==> config.mk <==
export PLATFORM = sky130hd
export DESIGN_NAME = sd_dev_data_tx_ctrl
export DESIGN_NICKNAME = d
export VERILOG_FILES = /design/src/rtl/sd_dev_data_tx_ctrl.sv
export SDC_FILE = /design/constraint.sdc
export NUM_CORES = 1
export LEC_CHECK = 0
export CAP_MARGIN = 40
export CORE_MARGIN = 10
export CORE_UTILIZATION = 60
export CTS_BUF_LIST = sky130_fd_sc_hd__clkbuf_4 sky130_fd_sc_hd__clkbuf_8
export CTS_CLUSTER_SIZE = 40
export DETAILED_ROUTE_END_ITERATION = 6
export HOLD_SLACK_MARGIN = 0.1
export PLACE_DENSITY = 0.82
export SLEW_MARGIN = 20
export SYNTH_ARGS = -nofsm -noshare
export SYNTH_HDL_FRONTEND = slang
export SYNTH_SLANG_ARGS = --single-unit
==> constraint.sdc <==
create_clock -name clk -period 2.64 [get_ports clk]
set_input_delay 0.264 -clock clk [delete_from_list [all_inputs] [get_ports clk]]
set_output_delay 0.264 -clock clk [all_outputs]
set_load 0.1 [all_outputs]
==> src/rtl/sd_dev_data_tx_ctrl.sv <==
// sd_dev_data_tx_ctrl: SD 4-bit data-line transmit sequencer (start nibble, data, per-line CRC16, end nibble)
// Ports:
//   clk, rst        system clock, synchronous active-high reset
//   i_phy_stb       one-clk pulse per SD clock period (byte-slot boundary)
//   i_start/i_abort begin a block (IDLE only) / terminate immediately
//   i_block_len     block length in bytes, latched on start
//   i_data, i_data_valid, o_data_ready   read-data source handshake
//   o_sd_data_dir, o_sd_data_out        registered PHY drive enable and byte slot
//   o_busy, o_done, o_underrun          status
module sd_dev_data_tx_ctrl #(
   parameter int LEN_WIDTH = 12
) (
   input  logic                 clk,
   input  logic                 rst,
   input  logic                 i_phy_stb,
   input  logic                 i_start,
   input  logic                 i_abort,
   input  logic [LEN_WIDTH-1:0] i_block_len,
   input  logic [7:0]           i_data,
   input  logic                 i_data_valid,
   output logic                 o_data_ready,
   output logic                 o_sd_data_dir,
   output logic [7:0]           o_sd_data_out,
   output logic                 o_busy,
   output logic                 o_done,
   output logic                 o_underrun
);
   typedef enum logic [2:0] {IDLE, PRE, DATA, CRC, END} state_t;
   state_t               state;
   logic [LEN_WIDTH-1:0] rem;
   logic [2:0]           slot;
   logic [3:0][15:0]     crc, crc_nxt;
   logic [7:0]           tx_byte;
   logic [3:0]           crc_hi, crc_lo;

   function automatic logic [15:0] crc_step(input logic [15:0] c, input logic b);
      return {c[14:0], 1'b0} ^ ((b ^ c[15]) ? 16'h1021 : 16'h0000);
   endfunction

   assign o_data_ready = i_phy_stb && state == DATA;
   assign tx_byte      = i_data_valid ? i_data : 8'h00;

   // Line k carries bit 4+k in the first nibble and bit k in the second.
   // During CRC slots each register is shifted left by two, so the two
   // MSBs always hold the next pair of check bits.
   for (genvar k = 0; k < 4; k++) begin : g_line
      assign crc_nxt[k] = crc_step(crc_step(crc[k], tx_byte[4+k]), tx_byte[k]);
      assign crc_hi[k]  = crc[k][15];
      assign crc_lo[k]  = crc[k][14];
   end

   always_ff @(posedge clk) begin
      if (rst) begin
         state         <= IDLE;
         rem           <= '0;
         slot          <= '0;
         crc           <= '0;
         o_sd_data_dir <= 1'b0;
         o_sd_data_out <= 8'hFF;
         o_busy        <= 1'b0;
         o_done        <= 1'b0;
         o_underrun    <= 1'b0;
      end else begin
         o_done <= 1'b0;
         if (state != IDLE && i_abort) begin
            state         <= IDLE;
            slot          <= '0;
            o_sd_data_dir <= 1'b0;
            o_sd_data_out <= 8'hFF;
            o_busy        <= 1'b0;
         end else begin
            case (state)
               IDLE: if (i_start && !i_abort && i_block_len != '0) begin
                  rem        <= i_block_len;
                  crc        <= '0;
                  o_underrun <= 1'b0;
                  o_busy     <= 1'b1;
                  state      <= PRE;
               end
               PRE: if (i_phy_stb) begin
                  o_sd_data_out <= 8'hF0;
                  o_sd_data_dir <= 1'b1;
                  state         <= DATA;
               end
               DATA: if (i_phy_stb) begin
                  o_sd_data_out <= tx_byte;
                  crc           <= crc_nxt;
                  rem           <= rem - 1'b1;
                  if (!i_data_valid) o_underrun <= 1'b1;
                  if (rem == LEN_WIDTH'(1)) begin
                     state <= CRC;
                     slot  <= '0;
                  end
               end
               CRC: if (i_phy_stb) begin
                  o_sd_data_out <= {crc_hi, crc_lo};
                  for (int i = 0; i < 4; i++) crc[i] <= {crc[i][13:0], 2'b00};
                  slot <= slot + 1'b1;
                  if (slot == 3'd7) state <= END;
               end
               // slot 0: end nibble slot; slot 1: release the lines
               END: if (i_phy_stb) begin
                  o_sd_data_out <= 8'hFF;
                  if (slot == 3'd0) slot <= 3'd1;
                  else begin
                     slot          <= '0;
                     o_sd_data_dir <= 1'b0;
                     o_done        <= 1'b1;
                     o_busy        <= 1'b0;
                     state         <= IDLE;
                  end
               end
               default: state <= IDLE;
            endcase
         end
      end
   end
endmodule
==> metrics, run 1 <==
Slew Limit Headroom=44.48%; post-CTS sizing=0; CP max stage delay=0.56 ns; fillers=586; first-pass GRT wire length=16800 um; CTS root buffer=clkbuf_8; CP cell instances=nor2b_4, and3_1, buf_4; Leakage=1.829 nW; fraction of layout cells with a size suffix above 1=10.24%; sequential fraction of the synthesis area=42.18%; Initial Utilization=61.51%; HPWL after detailed placement=6780 um; clock transition at the registers of the reported paths=0.10 ns; fin crit share=86.55%; die area=11290 um^2; largest net degree at the start of global routing=80; Clock Skew=0.01211 ns; FMAX=437.6 MHz; Setup TNS=0 ns; Post-Route WL=9803 um; Die W=106.2 um; row cnt=31; Data arrival, critical path=2.02 ns; IO Port Bufs=38; Final Max Slew Viols=0; CP max-delay cell=dfxtp_1; Synth Warn #=0; RSZ-0062 raised after global routing=no; EDFF count, synth=0; post-synth top area share=42.18%; Sink Count=94; WP buf/inv=1; share of synthesized registers carrying an async set or reset=0%; worst slew pin tran=0.8251 ns; Antenna Violating Nets Remaining=0; Post-Synthesis Net Count=598; Fin. Hold Viols=0; reg-to-reg slack, setup=0.39 ns; Core Area=7253 um^2; Critical Path RT=2.38 ns; count leader, synth=a21oi_1; Setup Viol. Count Final=0; Routability Congestion=0.8626; area delta synth->final=13.24%; GRT Total Usage=17.50%; VDD IR max=0.5253 mV; Pwr Density=834.9 nW/um^2; io pins=39; clk_lat worst skew=0.37 ns; vias in the first global route=3542; Die Y=106.2 um; Num CTS Buffers=9; Syn Inst Count=567; startpoint type of the worst setup path=register; outcome=finished clean; GR Overflow Total=0; drt wl/cell=14.31 um; commonest cells in the netlist=a21oi_1, dfxtp_1, nand2_1; maximum fanout along the worst path=23; Max-cap violations=0; Starting DRT DRC Count=293; clk buf depth=2; Via Count=3994; Main synth FF type=dfxtp_1; final net count=612; synthesized flop and latch total=94; drt drc=0; CP delay by family, top=simple AND/OR/NAND/NOR gates; postcts setup bufs=0; Area contributors post-synth=dfxtp_1, a21oi_1, nand3_1, nand2_1, xor2_1; hold_buf cts=0; # diodes=0; Synth Area per Inst=7.869 um^2; Distinct cells, synth=50; Total Power=0.004218 W; Mapped Area=4462 um^2; Worst Hold Class=in -> reg; Max H-tree Level=3; antenna violations before repair=0; Pre-antenna DRT Iters=5; via/cell ratio=5.831; leading area contributor after synthesis=dfxtp_1; Crit Path Category=reg -> out; TritonCTS clock tree=built; fin crit period=2.285 ns; endpoint class of the critical path=primary output
routing by layer:
metal	track usage, %	vias to the layer above	wire [um]
met5	0	-	0
met4	6.383	0	91
met3	3.442	7	579
met2	27.21	106	4601
met1	23.54	1854	4530
li1	-	2027	-
logic make-up after synthesis:
kind of cell | synth area share [%]
buffers and inverters | 5.188
flip-flops | 42.18
AO/OA/AOI/OAI | 23.00
AND/OR/NAND/NOR | 24.43
XOR/XNOR | 3.141
multiplexers | 0.6730
adder cells (fa/ha/maj) | 1.402
report_power, final:
group,switching [W],internal [W]
registers,0.0000736,0.00150
clock network,0.000547,0.000364
logic,0.00126,0.000477
final cells by class:
cell class,instances,area (um^2),area share (%)
Clock buffer,9,123.9,2.452
Clock inverter,7,62.56,1.238
Inverter,8,30.03,0.5944
Multi-Input combinational cell,417,2367,46.85
Sequential cell,94,1882,37.25
Tap cell,99,123.9,2.452
Timing Repair Buffer,51,462.9,9.163
metrics by stage:
stage          cells  instance area, um^2  setup slack, ns  hold WS (ns)  utilization (%)
2_1_floorplan    567                 4462           0.3571        0.4159                -
3_3_place_gp     668                 4861           0.3453        0.4377            67.02
3_5_place_dp     669                 4866           0.2926        0.4433            67.09
4_1_cts          685                 5052           0.3682        0.1228            69.66
5_1_grt          685                 5052           0.2031        0.1315            69.66
6_report         685                 5052           0.3550        0.1300            69.66
layout by cell type, fill, tap and decap left out, types with 2 or more instances in the layout:
cell,Yosys,final
a21oi_1,107,107
dfxtp_1,94,94
nand2_1,83,83
nand3_1,73,73
clkdlybuf4s50_1,0,24
buf_4,0,23
nor2_1,17,17
xor2_1,16,16
o21ai_0,13,13
nand3b_1,9,9
clkbuf_8,0,9
inv_1,8,8
and3_1,8,8
a21bo_2,8,8
nand2b_1,7,7
o21ai_1,7,7
a211oi_1,5,5
a21o_1,5,5
ha_1,5,5
nor3_1,4,4
o211ai_1,4,4
or3_1,3,3
nor4_2,3,3
nor2b_1,4,3
nor4_1,3,3
o32ai_1,3,3
nand4_1,3,3
mux2i_1,3,3
a22o_1,2,2
o21a_1,2,2
o211a_1,2,2
clkinv_4,0,2
inv_8,0,2
inv_6,0,2
buf_2,11,2
buf_12,0,2
flip-flops by register name, indices dropped and copies added, names as in the netlist, 3 cells and up:
register,count
state,3
rem,12
slot,3
crc,64
o_sd_data_out,8
path summary, 6_finish.rpt:
path                                       startpoint                       to  cells past startpoint
worst max-delay path            state[1]$_SDFFE_PP0P_             o_data_ready                      3
worst min register to register   crc[50]$_SDFFE_PP0P_     crc[50]$_SDFFE_PP0P_                      2
worst max register to register  state[1]$_SDFFE_PP0P_      rem[1]$_SDFFE_PP0P_                      6
worst min-delay path                              rst  o_underrun$_SDFFE_PP0P_                      2
worst reg2reg max path, cell delays in order (launching register included):
cell,delay (ns)
dfxtp_1,0.44
or3_1,0.55
a311oi_4,0.48
nor2_2,0.07
buf_4,0.21
a211o_1,0.29
a21oi_1,0.14
Note: power is estimated with default switching activity, not from simulation.
==> run 2, diff against run 1 <==
--- a/config.mk
+++ b/config.mk
@@ -11,9 +11,11 @@
 export CTS_BUF_LIST = sky130_fd_sc_hd__clkbuf_4 sky130_fd_sc_hd__clkbuf_8
 export CTS_CLUSTER_SIZE = 40
 export DETAILED_ROUTE_END_ITERATION = 6
+export GPL_ROUTABILITY_DRIVEN = 0
 export HOLD_SLACK_MARGIN = 0.1
 export PLACE_DENSITY = 0.82
 export SLEW_MARGIN = 20
 export SYNTH_ARGS = -nofsm -noshare
 export SYNTH_HDL_FRONTEND = slang
 export SYNTH_SLANG_ARGS = --single-unit
+export TNS_END_PERCENT = 1
==> results of run 2 <==
Same layout as run 1: the final DEF is identical, and so are final timing and power.
